## src/rtl/mult4_pkg.sv

```systemverilog
// Shared state encoding and per-step select table for the 4x4 multiplier sequencer.
package mult4_pkg;

  typedef enum logic [2:0] {
    ST_IDLE = 3'd0,
    ST_CLR  = 3'd1,
    ST_P0   = 3'd2,
    ST_P1   = 3'd3,
    ST_P2   = 3'd4,
    ST_P3   = 3'd5,
    ST_DONE = 3'd6
  } state_t;

  // {s0,s1,s2} per partial-product step, Horner order aH*bH first
  localparam logic [2:0] SEL_P0 = 3'b000;
  localparam logic [2:0] SEL_P1 = 3'b011;
  localparam logic [2:0] SEL_P2 = 3'b100;
  localparam logic [2:0] SEL_P3 = 3'b111;

  function automatic logic [2:0] step_sel(input state_t s);
    case (s)
      ST_P0:   step_sel = SEL_P0;
      ST_P1:   step_sel = SEL_P1;
      ST_P2:   step_sel = SEL_P2;
      ST_P3:   step_sel = SEL_P3;
      default: step_sel = 3'b000;
    endcase
  endfunction

  function automatic logic is_step(input state_t s);
    is_step = (s == ST_P0) || (s == ST_P1) || (s == ST_P2) || (s == ST_P3);
  endfunction

endpackage

```

## src/rtl/mult4_ctrl.sv

```systemverilog
// Start/done sequencer driving ld, selects and accumulator clear of the 4x4 multiplier datapath.
// state   | meaning
// IDLE    | ready, waiting for start
// CLR     | one-cycle accumulator/operand clear
// P0..P3  | partial-product steps, STEP_CYCLES each, ld on last cycle
// DONE    | one-cycle done pulse, product valid
module mult4_ctrl
  import mult4_pkg::*;
#(
  parameter int STEP_CYCLES = 1
) (
  input  logic clk,
  input  logic rst,
  input  logic start,
  output logic ready,
  output logic busy,
  output logic acc_clr,
  output logic ld,
  output logic s0,
  output logic s1,
  output logic s2,
  output logic done
);

  localparam logic [1:0] LAST = 2'(STEP_CYCLES - 1);

  state_t     state, state_nx;
  logic [1:0] cnt, cnt_nx;
  logic       step_end;

  assign step_end = (cnt == LAST);

  always_comb begin
    state_nx = state;
    cnt_nx   = 2'd0;
    case (state)
      ST_IDLE: if (start) state_nx = ST_CLR;
      ST_CLR:  state_nx = ST_P0;
      ST_P0:   if (step_end) state_nx = ST_P1; else cnt_nx = cnt + 2'd1;
      ST_P1:   if (step_end) state_nx = ST_P2; else cnt_nx = cnt + 2'd1;
      ST_P2:   if (step_end) state_nx = ST_P3; else cnt_nx = cnt + 2'd1;
      ST_P3:   if (step_end) state_nx = ST_DONE; else cnt_nx = cnt + 2'd1;
      ST_DONE: state_nx = ST_IDLE;
      default: state_nx = ST_IDLE;
    endcase
  end

  // Outputs are decoded from the next state so they are flops aligned with the state register
  always_ff @(posedge clk) begin
    if (!rst) begin
      state   <= ST_IDLE;
      cnt     <= 2'd0;
      ready   <= 1'b1;
      busy    <= 1'b0;
      acc_clr <= 1'b0;
      ld      <= 1'b0;
      s0      <= 1'b0;
      s1      <= 1'b0;
      s2      <= 1'b0;
      done    <= 1'b0;
    end else begin
      state        <= state_nx;
      cnt          <= cnt_nx;
      ready        <= (state_nx == ST_IDLE);
      busy         <= (state_nx == ST_CLR) || is_step(state_nx);
      acc_clr      <= (state_nx == ST_CLR);
      ld           <= is_step(state_nx) && (cnt_nx == LAST);
      {s0, s1, s2} <= step_sel(state_nx);
      done         <= (state_nx == ST_DONE);
    end
  end

endmodule

```

## config.mk

```make
export PLATFORM = sky130hd
export DESIGN_NAME = mult4_ctrl
export DESIGN_NICKNAME = d
export VERILOG_FILES = /design/src/rtl/mult4_pkg.sv /design/src/rtl/mult4_ctrl.sv
export SDC_FILE = /design/constraint.sdc
export NUM_CORES = 1
export LEC_CHECK = 0
export BUFFER_PORTS_ARGS = -buffer_cell sky130_fd_sc_hd__buf_2
export CORE_MARGIN = 4
export CORE_UTILIZATION = 35
export CTS_BUF_LIST = sky130_fd_sc_hd__clkbuf_2 sky130_fd_sc_hd__clkbuf_4 sky130_fd_sc_hd__clkbuf_8
export CTS_CLUSTER_SIZE = 20
export DETAILED_ROUTE_END_ITERATION = 10
export SETUP_SLACK_MARGIN = 0.1
export SYNTH_ARGS = -nofsm -noshare
export SYNTH_HDL_FRONTEND = slang
export SYNTH_SLANG_ARGS = --single-unit
```

## constraint.sdc

```tcl
create_clock -name clk -period 1.63 [get_ports clk]
set_input_delay 0.163 -clock clk [delete_from_list [all_inputs] [get_ports clk]]
set_output_delay 0.163 -clock clk [all_outputs]
set_load 0.05 [all_outputs]
```

Yosys cells after proc, flatten, opt, wreduce, memory -nomap -nowiden
Cells that the tools add are included.

Flip-flop bits (word level): 13. Bits of input ports: 3.

Add/subtract/negate cells: 1. Equality and inequality tests: 11. Muxes and demuxes: 9. Reduce and logical (&&, ||, !) cells: 10.

Operators with widths (number): $pmux W3 S6 (1); $eq A3 B3 Y1 const B (5); $mux W3 (5); $eq A3 B2 Y1 const B (4); $pmux W3 S3 (1); $eq A3 B1 Y1 const B (2); $logic_not A3 Y1 (2); $logic_not A2 Y1 (2); $logic_or A1 B1 Y1 (4); $mux W2 (2); $reduce_or A4 Y1 (1); $add A2 B1 Y2 const B (1); $logic_and A1 B1 Y1 (1).

Logic depth before layout (Yosys ltp)
Gate-level depths: netlist (run 1).

Depth after elaboration: 8. Gate-level depth with buffers: 5. Depth with buffers taken out: 5.

Least setup slack after synthesis (run 1)
No wires, ideal clock.

Path type: register -> register. Start point: register state[2]. End point: register ready. Library setup time: 0.129 ns. Arrival time: 1.077 ns. Slack: 0.425 ns. Cell stages (with the launch flop): 5. Clock period less this slack: 1.205 ns. Cells stage by stage: dfxtp_1 buf_6 or4b_4 o21ai_2 a211oi_1.

Word-level cells in the longest chain between the ends: 3.

Ends and longest elaborated chain: start: declaration (line mult4_ctrl.sv:27) `state_t state, state_nx;`; start signal: assignment (line mult4_ctrl.sv:62) `state <= state_nx;`; $eq A3 B3 Y1 (tied with other cells) (line mult4_ctrl.sv:36) `case (state)`; $pmux W3 S6 * (line mult4_ctrl.sv:36); $logic_not A3 Y1 * (line mult4_ctrl.sv:64) `ready <= (state_nx == ST_IDLE);`; end signal: assignment (line mult4_ctrl.sv:64); end: declaration (line mult4_ctrl.sv:15) `output logic ready,`.

Every way passes the cells marked *; elsewhere a longest branch is shown, timed or not. A chain may end at the register's enable or synchronous reset.

Final worst setup path (run 1)
Start point: register cnt[0]. End point: register ready.

Word-level cells in the longest chain between the ends: 4.

Ends and longest elaborated chain: start: declaration (line mult4_ctrl.sv:28) `logic [1:0] cnt, cnt_nx;`; start signal: assignment (line mult4_ctrl.sv:63) `cnt <= cnt_nx;`; $logic_not A2 Y1 * (line mult4_ctrl.sv:31) `assign step_end = (cnt == LAST);`; $mux W3 (on tied branches); $pmux W3 S6 * (line mult4_ctrl.sv:36); $logic_not A3 Y1 * (line mult4_ctrl.sv:64).

Marked as above.

==> results.sh, run 1 <==
export IMPL_post_cts_setup_buffer_count=0
export IMPL_dieArea_sq_um=2103
export IMPL_yosys_warnings=0
export IMPL_rr_startpoint="cnt[0]"
export IMPL_drt_total_wl_microns=835
export IMPL_numClockSinks=12
export IMPL_syn_avg_cell_area_sq_um=9.291
export IMPL_via_per_inst=4.795
export IMPL_drv_cap=0
export IMPL_dr_pass1_iters=3
export IMPL_antenna_found_initial=0
export IMPL_tns_ns=0
export IMPL_intPower_w=0.0004657
export IMPL_io_pins=11
export IMPL_rows=13
export IMPL_vias=374
export IMPL_netlist_area_sq_um=501.7
export IMPL_final_layout_size_suffix_gt1_frac=0.2381
export IMPL_numPortBuffers=10
export IMPL_drc=0
export IMPL_reg2reg_depth=5
export IMPL_clk_latency_ns=0.27
export IMPL_die_height_microns=45.86
export IMPL_synth_top_area_cell="dfxtp_1"
export IMPL_hp_class="in -> reg"
export IMPL_crit_fanout=5
export IMPL_fin_nets=70
export IMPL_crit_chain="inv_1 -> ha_1 -> and3_1 -> a211oi_1 -> a211oi_1"
export IMPL_crit_type="reg -> reg"
export IMPL_die_w_microns=45.86
export IMPL_cp_slowest_stage_delay_ns=0.31
export IMPL_pwr_density_cell_nw_per_um2=1257
export IMPL_r2r_slack_ns=0.29
export IMPL_ir_worst_vdd_mv=0.5846
export IMPL_p_leak_nw=0.2410
export IMPL_routedWlPerCell_microns=10.71
export IMPL_crit_top_cell="a211oi_1"
export IMPL_final_common_cell="dfxtp_1"
export IMPL_clock_power_share=0.251
export IMPL_clock_fmax_ghz=0.7456
export IMPL_ys_top_cells_by_area="dfxtp_1 48%, a21oi_1 5.0%, ha_1 5.0%"
export IMPL_grt_max_degree=12
export IMPL_p_switching_w=0.0002452
export IMPL_holdBufCountCts=0
export IMPL_status="finished, final reports clean"
export IMPL_path_delay_family="compound AO/OA/AOI/OAI gates"
export IMPL_p_seq_frac=0.490
export IMPL_most_common_layout_cells="12 x dfxtp_1, 10 x buf_2, 5 x inv_1, 5 x nor2_1, 5 x a21oi_1"
export IMPL_hold_viol_final=0
export IMPL_synth_nets=59
export IMPL_holdPathStages=2
export IMPL_gp_congestion=0.7502
export IMPL_synthAdderAreaFrac=0.04988
export IMPL_layout_setup_ws_ns=0.2887
export IMPL_power_share_combinational=0.259
export IMPL_synth_area_mux_share=0
export IMPL_grt_pass1_vias=329
export IMPL_synth_top_cell_area_share=0.4788
export IMPL_finalClockSkew_ns=0.001044
export IMPL_power_w=0.0007110
export IMPL_min_period_ns=1.341
export IMPL_synthDistinctLibCells=25
export IMPL_grt_setup_unrepaired="no"
export IMPL_hold_ws_ns=0.1301
export IMPL_ys_ff_latch=12
export IMPL_area_growth_pct=12.72
export IMPL_post_route_util=0.4240
export IMPL_drv_slew=0
export IMPL_whs_endpoint="ready"
export IMPL_cts_resized=0
export IMPL_drt_initial_drc_count=8
export IMPL_p_sw_frac=0.3449
export IMPL_worstHoldStart="rst"
export IMPL_coreArea_sq_um=1334
export IMPL_slowest_stage="dfxtp_1"
export IMPL_yosysSeqAreaShare=0.4788
export IMPL_setup_viol=0
export IMPL_yosys_area_share_simple=0.2369
export IMPL_cp_arrival_ns=1.49
export IMPL_fin_crit_sh=0.8229
export IMPL_clk_pin_slew_ns=0.07
export IMPL_crit_buf_inv=1
export IMPL_initial_utilization=0.3762
export IMPL_dp_hpwl_microns=594.4
export IMPL_grt_overflow=0
export IMPL_postRouteAntennaNets=0
export IMPL_htree_levels=1
export IMPL_grtUsageTotal=0.09200
export IMPL_cts_made_buffers=3
export IMPL_diodes=0
export IMPL_worstSetupEndpointType="register"
export IMPL_synth_top_family_by_area="simple AND/OR/NAND/NOR gates"
export IMPL_dp_slack_ns=0.3133
export IMPL_cp_required_ns=1.78
export IMPL_cts_root_buf="clkbuf_4"
export IMPL_r2r_end="ready"
export IMPL_cts_tree="done"
export IMPL_synth_compound_area_share=0.1072
export IMPL_maxSlewHeadroom=0.7758
export IMPL_syn_inst=54
export IMPL_synth_xor_area_frac=0.03491
export IMPL_start_kind="register"
export IMPL_grt_first_pass_wirelength_mm=1.352
export IMPL_worst_pin_slew_ns=0.3359
export IMPL_ctsLongestPathBuffers=2
sequential cells by signal, indices dropped and copies added, names as in the netlist:
register  count
state         3
ld            1
cnt           2
ready         1
busy          1
s0            1
s1            1
done          1
acc_clr       1
cells in the mapped netlist, drive strengths merged:
library cell	n
a21oi	5
nor2	5
a211oi	2
nor4b	1
or2	1
dfxtp	12
buf	3
nand4b	1
and2	1
inv	5
clkbuf	1
xnor2	2
nor3	2
and3	1
nand2b	2
or2b	1
or4b	1
nand2	2
nor2b	1
o21ai	2
ha	2
nand4	1
per-layer routing:
metal	global-route usage	up-vias	wire, microns
li1	-	197	-
met1	0.1280	164	434
met2	0.1099	11	312
met3	0.05929	2	83
met4	0.03409	0	4
met5	0	-	0
cell families after synthesis:
family	count (synthesis)
XOR/XNOR	2
AO/OA/AOI/OAI	9
AND/OR/NAND/NOR	20
adder cells (fa/ha/maj)	2
flip-flops	12
buffers and inverters	9
layout make-up:
| type | count | area [sq um] |
|---|---|---|
| sequential | 12 | 240.2 |
| fill | 137 | 768.2 |
| timing repair buffer | 10 | 50.05 |
| tap | 15 | 18.77 |
| clock buffer | 3 | 22.52 |
| multi-input combinational | 33 | 215.2 |
| inverter | 5 | 18.77 |
power groups by stage:
stage | Sequential [W] | Combinational [W] | Clock, W
global route | 0.000352 | 0.000200 | 0.000202
CTS | 0.000347 | 0.000186 | 0.000185
finish | 0.000348 | 0.000184 | 0.000178
global placement | 0.000353 | 0.000188 | 0
floorplan | 0.000411 | 0.000100 | 0
detailed placement | 0.000354 | 0.000185 | 0
worst max-delay path by stage:
stage | end | cells past startpoint | from | slack (ns)
2_1_floorplan | ready | 4 | state[2] | 0.42
3_3_place_gp | ready | 5 | cnt[0] | 0.31
3_5_place_dp | ready | 5 | cnt[0] | 0.31
4_1_cts | ready | 5 | cnt[0] | 0.30
5_1_grt | ready | 5 | cnt[1] | 0.17
6_report | ready | 5 | cnt[0] | 0.29
metrics by stage:
stage / std cells / cell area, sq um
after floorplan: 54 / 501.7
after global placement: 75 / 543.0
after detailed placement: 75 / 543.0
after CTS: 78 / 565.5
after global routing: 78 / 565.5
final: 78 / 565.5
Power figures use the tool's default switching activity.
==> run 2: changes to the inputs <==
--- a/config.mk
+++ b/config.mk
@@ -5,7 +5,9 @@
 export SDC_FILE = /design/constraint.sdc
 export NUM_CORES = 1
 export LEC_CHECK = 0
+export ABC_AREA = 1
 export BUFFER_PORTS_ARGS = -buffer_cell sky130_fd_sc_hd__buf_2
+export CORE_ASPECT_RATIO = 0.9
 export CORE_MARGIN = 4
 export CORE_UTILIZATION = 35
 export CTS_BUF_LIST = sky130_fd_sc_hd__clkbuf_2 sky130_fd_sc_hd__clkbuf_4 sky130_fd_sc_hd__clkbuf_8
==> constraint.sdc (replaced) <==
create_clock -name clk -period 1.25 [get_ports clk]
set_input_delay 0.125 -clock clk [delete_from_list [all_inputs] [get_ports clk]]
set_output_delay 0.125 -clock clk [all_outputs]
set_load 0.05 [all_outputs]
==> results.sh, run 2 <==
export IMPL_worstSetupEndpointType="register"
export IMPL_rows=13
export IMPL_synth_edf_count=0
export IMPL_grt_first_pass_wirelength_mm=1.794
export IMPL_dieArea_sq_um=2234
export IMPL_clk_latency_ns=0.26
export IMPL_cts_made_buffers=3
export IMPL_status="finished, final reports clean"
export IMPL_cts_root_buf="clkbuf_4"
export IMPL_fin_area_sq_um=696.9
export IMPL_yosys_most_used_dff="dfxtp_1"
export IMPL_numPortBuffers=10
export IMPL_ys_ff_latch=12
export IMPL_min_period_ns=1.141
export IMPL_drt_initial_drc_count=3
export IMPL_fin_crit_sh=0.9125
export IMPL_n_fill_cell=153
export IMPL_die_w_microns=49.38
export IMPL_top_regs="state (3), cnt (2)"
export IMPL_drv_cap=0
export IMPL_grt_max_degree=7
export IMPL_coreArea_sq_um=1448
export IMPL_fin_nets=93
export IMPL_grt_pass1_vias=456
export IMPL_syn_inst=69
export IMPL_setup_viol=0
export IMPL_finalClockSkew_ns=0.0004485
export IMPL_grt_overflow=0
export IMPL_drt_total_wl_microns=991
export IMPL_dp_hpwl_microns=720.5
export IMPL_via_per_inst=4.614
export IMPL_drc=0
export IMPL_grtUsageTotal=0.1067
export IMPL_dr_pass1_iters=4
export IMPL_tns_ns=0
export IMPL_yosys_warnings=0
export IMPL_maxSlewHeadroom=0.8337
export IMPL_instances_no_fill=101
export IMPL_gp_congestion=0.8111
export IMPL_numClockSinks=12
export IMPL_netlist_area_sq_um=539.3
export IMPL_ctsLongestPathBuffers=2
export IMPL_async_flop_share=0
export IMPL_ir_worst_vdd_mv=0.8431
export IMPL_die_height_microns=45.24
export IMPL_hp_class="in -> reg"
export IMPL_hold_viol_final=0
export IMPL_cp_required_ns=1.41
export IMPL_crit_type="reg -> reg"
export IMPL_largest_register_ffs=3
export IMPL_crit_fanout=4
export IMPL_most_common_layout_cells="10 x buf_2, 9 x inv_1, 9 x dfxtp_1, 8 x nand2_2, 8 x nand2_1"
export IMPL_final_layout_size_suffix_gt1_frac=0.4884
export IMPL_final_common_cell="buf_2"
export IMPL_grt_setup_unrepaired="yes"
export IMPL_drv_slew=0
export IMPL_clk_pin_slew_ns=0.06
export IMPL_dp_slack_ns=0.01731
export IMPL_ys_top_cells_by_area="dfxtp_1 45%, inv_1 8.4%, nand2_1 8.4%"
export IMPL_cp_arrival_ns=1.31
export IMPL_htree_levels=1
export IMPL_ys_top_cells_by_count="12 x dfxtp_1, 12 x inv_1, 12 x nand2_1"
export IMPL_postRouteAntennaNets=0
export IMPL_layout_setup_ws_ns=0.1094
export IMPL_antenna_found_initial=0
export IMPL_numPlacedInstances=93
export IMPL_initial_utilization=0.3725
export IMPL_cts_tree="done"
export IMPL_synth_top_area_cell="dfxtp_1"
export IMPL_synth_nets=74
export IMPL_synth_top_cell_area_share=0.4455
export IMPL_syn_avg_cell_area_sq_um=7.815
export IMPL_largest_register="state"
export IMPL_io_pins=11
export IMPL_synthDistinctLibCells=17
export IMPL_start_kind="register"
export IMPL_diodes=0
export IMPL_placed_area_sq_um=603.1
export IMPL_routedWlPerCell_microns=9.812
export IMPL_pwr_density_cell_nw_per_um2=1515
export IMPL_p_leak_nw=0.3599
export IMPL_yosysSeqAreaShare=0.4455
export IMPL_area_growth_pct=29.23
export IMPL_power_w=0.001055
export IMPL_worst_pin_slew_ns=0.2511
export IMPL_clock_fmax_ghz=0.8767
export IMPL_vias=466
[run 2: cell count changes after synthesis, moves of 2 or more]
cell / before / now
nand2b_1: 2 / 0
nand2_2: 0 / 4
nand4_1: 1 / 3
nand2_1: 2 / 12
a211oi_1: 2 / 0
inv_2: 0 / 3
nand3_2: 0 / 4
nand3_1: 0 / 5
a21oi_1: 5 / 1
inv_1: 5 / 12
[run 2: power by group]
group          total [W]  switching [W]  leakage, nW  internal, W
Sequential      0.000469      0.0000375       0.0995     0.000431
Combinational   0.000364       0.000255        0.247     0.000109
Clock           0.000223       0.000112       0.0138     0.000111
[run 2: layout make-up]
class	instances	area (sq um)	area share
multi-input combinational	40	260.3	0.3734
sequential	12	244.0	0.3501
clock buffer	3	22.52	0.03232
inverter	15	56.30	0.08079
timing repair buffer	16	95.09	0.1364
tap	15	18.77	0.02693
[run 2: through the flow]
step	hold WS (ns)	util
4_1_cts	0.1503	0.4486
6_report	0.1557	0.4814
2_1_floorplan	0.2406	-
5_1_grt	0.1597	0.4814
3_3_place_gp	0.4326	0.4166
3_5_place_dp	0.4354	0.4166
[run 2: cells by family (layout without fill, tap and decap cells)]
kind of cell / Yosys count / in the layout / share of synthesized area
flops: 12 / 12 / 0.4455
xor+xnor: 1 / 1 / 0.01624
buf+inv: 17 / 34 / 0.1276
compound gates: 1 / 1 / 0.009272
fa+ha+maj: 2 / 2 / 0.04640
simple gates: 36 / 36 / 0.3550
[run 2: what timing repair did]
item | CTS | global route
endpoints found under the setup margin | 4 | 6
resized for setup | 6 | 7
buffers inserted | 1 | 4
hold buffers | 0 | 0
pin swaps | 2 | 5
cloned | 0 | 0
hold endpoints to repair | 0 | 0
[run 2: worst paths after layout]
kind / end / slack [ns] / from / cells past startpoint
min reg2reg: state[1] / 0.65 / state[2] / 3
max: busy / 0.11 / cnt[1] / 9
min: acc_clr / 0.16 / start / 3
max reg2reg: busy / 0.11 / cnt[1] / 9
[run 2: worst max-delay path, stage by stage (launching register included)]
cell,delay (ns)
dfxtp_2,0.34
inv_2,0.04
ha_4,0.17
buf_4,0.13
nand4_1,0.07
nand2_1,0.06
nand2_2,0.06
nand2_2,0.05
nand2_2,0.06
nand2_1,0.05
[run 2: metal layers]
metal	global-route usage	share of wire
met5	0	0
met4	0.01657	0
met3	0.06601	0.075
met2	0.1818	0.48
met1	0.1167	0.45
==> run 3: changes to the inputs <==
--- a/config.mk
+++ b/config.mk
@@ -6,13 +6,13 @@
 export NUM_CORES = 1
 export LEC_CHECK = 0
 export ABC_AREA = 1
-export BUFFER_PORTS_ARGS = -buffer_cell sky130_fd_sc_hd__buf_2
 export CORE_ASPECT_RATIO = 0.9
 export CORE_MARGIN = 4
 export CORE_UTILIZATION = 35
 export CTS_BUF_LIST = sky130_fd_sc_hd__clkbuf_2 sky130_fd_sc_hd__clkbuf_4 sky130_fd_sc_hd__clkbuf_8
 export CTS_CLUSTER_SIZE = 20
 export DETAILED_ROUTE_END_ITERATION = 10
+export DONT_BUFFER_PORTS = 1
 export SETUP_SLACK_MARGIN = 0.1
 export SYNTH_ARGS = -nofsm -noshare
 export SYNTH_HDL_FRONTEND = slang
==> results.sh, run 3 (same netlist as run 2, synthesis figures left out) <==
export IMPL_drc=0
export IMPL_dp_hpwl_microns=706
export IMPL_slowest_stage="dfxtp_2"
export IMPL_antenna_found_initial=0
export IMPL_fin_crit_sh=0.9025
export IMPL_grt_first_pass_wirelength_mm=1.455
export IMPL_diodes=0
export IMPL_postRouteAntennaNets=0
export IMPL_via_per_inst=4.755
export IMPL_numClockSinks=12
export IMPL_clock_fmax_ghz=0.8864
export IMPL_pwr_density_cell_nw_per_um2=1636
export IMPL_hold_ws_ns=-0.03303
export IMPL_hp_class="in -> reg"
export IMPL_setup_viol=0
export IMPL_finalClockSkew_ns=0.001732
export IMPL_p_leak_nw=0.3331
export IMPL_grt_pass1_vias=369
export IMPL_crit_path_start="cnt[0]"
export IMPL_grt_setup_unrepaired="yes"
export IMPL_vias=447
export IMPL_drv_cap=0
export IMPL_drt_total_wl_microns=992
export IMPL_ir_worst_vdd_mv=0.7254
export IMPL_die_height_microns=45.24
export IMPL_rr_startpoint="cnt[0]"
export IMPL_most_common_layout_cells="9 x inv_1, 8 x nand2_2, 8 x dfxtp_1, 8 x buf_4, 7 x nand2_1"
export IMPL_drt_initial_drc_count=3
export IMPL_crit_fanout=4
export IMPL_cp_required_ns=1.43
export IMPL_final_common_cell="inv_1"
export IMPL_crit_chain="inv_2 -> ha_4 -> nand2_4 -> nand2_2 -> nand3_2 -> nand2_2 -> nand2_2 -> nand2_2 -> nand2_1"
export IMPL_multi_input_area_sq_um=272.8
export IMPL_rows=13
export IMPL_r2r_slack_ns=0.12
export IMPL_dieArea_sq_um=2234
export IMPL_worst_pin_slew_ns=0.4835
export IMPL_ctsLongestPathBuffers=2
export IMPL_cts_made_buffers=3
export IMPL_top_regs="state (3), cnt (2)"
export IMPL_crit_type="reg -> reg"
export IMPL_largest_register="state"
export IMPL_maxSlewHeadroom=0.6772
export IMPL_cts_root_buf="clkbuf_4"
export IMPL_area_growth_pct=27.84
export IMPL_hold_viol_final=5
export IMPL_worstHoldStart="rst"
export IMPL_instances_no_fill=94
export IMPL_io_pins=11
export IMPL_worstSetupEndpointType="register"
export IMPL_htree_levels=1
export IMPL_cp_arrival_ns=1.31
export IMPL_clk_latency_ns=0.28
export IMPL_final_layout_size_suffix_gt1_frac=0.4810
export IMPL_drv_slew=0
export IMPL_start_kind="register"
export IMPL_clk_pin_slew_ns=0.07
export IMPL_violations="hold timing"
export IMPL_die_w_microns=49.38
export IMPL_cts_tree="done"
export IMPL_grt_max_degree=8
export IMPL_fin_nets=85
export IMPL_coreArea_sq_um=1448
export IMPL_grt_overflow=0
export IMPL_largest_register_ffs=3
export IMPL_seq_area_sq_um=245.2
export IMPL_crit_top_cell="nand2_2"
export IMPL_min_period_ns=1.128
export IMPL_gp_congestion=0.7366
export IMPL_routedWlPerCell_microns=10.55
export IMPL_dr_pass1_iters=4
export IMPL_numPlacedInstances=84
export IMPL_grtUsageTotal=0.09156
export IMPL_status="complete, but fails checks"
export IMPL_numPortBuffers=0
export IMPL_n_fill_cell=154
export IMPL_initial_utilization=0.3725
export IMPL_cp_slowest_stage_delay_ns=0.32
==> run 3: changes by cell type in the layout (fill, tap and decap cells not counted) <==
cell,before,now
buf_2,10,0
buf_4,6,8
clkbuf_8,0,1
dfxtp_1,9,8
dfxtp_2,3,4
nand2_1,8,7
nand2_4,0,1
nand3_1,5,4
nand3_2,3,4
==> run 3: worst max-delay path, delay by kind of cell (launching register included) <==
family / cells / cell delay (ns)
buf+inv: 1 / 0.07
simple gates: 7 / 0.46
flops: 1 / 0.32
fa+ha+maj: 1 / 0.19
==> run 3: final timing paths <==
kind / to / cells past startpoint
worst max-delay path: busy / 9
worst min-delay path: busy / 2
worst max register to register: busy / 9
worst min register to register: state[2] / 4
==> run 3: stage by stage <==
| stage | setup slack [ns] | power, W | utilization | setup TNS, ns | cell area, sq um |
|---|---|---|---|---|---|
| final | 0.1219 | 0.001128 | 0.4762 | 0 | 689.4 |
| after global placement | 0.02190 | 0.0007763 | 0.3872 | 0 | 560.5 |
| after floorplan | 0.1362 | 0.0007442 | - | 0 | 539.3 |
| after global routing | 0.03390 | 0.001185 | 0.4762 | 0 | 689.4 |
| after detailed placement | -0.009962 | 0.0007776 | 0.3872 | -0.009962 | 560.5 |
| after CTS | 0.1020 | 0.001102 | 0.4356 | 0 | 630.6 |
==> run 3: what timing repair did <==
item / in CTS / in global routing
pin swaps: 3 / 6
setup buffers: 2 / 4
endpoints found under the setup margin: 5 / 5
endpoints found under the hold margin: 6 / 5
gates resized for setup: 6 / 11
==> run 3: layer usage <==
layer | vias to the layer above | track usage | share of wire
met1 | 204 | 0.09237 | 0.44
met3 | 3 | 0.06601 | 0.072
met5 | - | 0 | 0
met2 | 10 | 0.1497 | 0.47
met4 | 0 | 0.03315 | 0.019
li1 | 230 | - | -
==> run 3: power by group <==
part	total, W	internal [W]	switching [W]
sequential	0.000574	0.000431	0.000143
clock	0.000309	0.000178	0.000131
combinational	0.000245	0.0000988	0.000146
==> run 3: cell type report <==
cell class,count,share of cell area
Multi-Input combinational cell,40,0.3956
Sequential cell,12,0.3557
Timing Repair Buffer,8,0.08711
Inverter,15,0.08167
Clock buffer,4,0.05263
Tap cell,15,0.02722
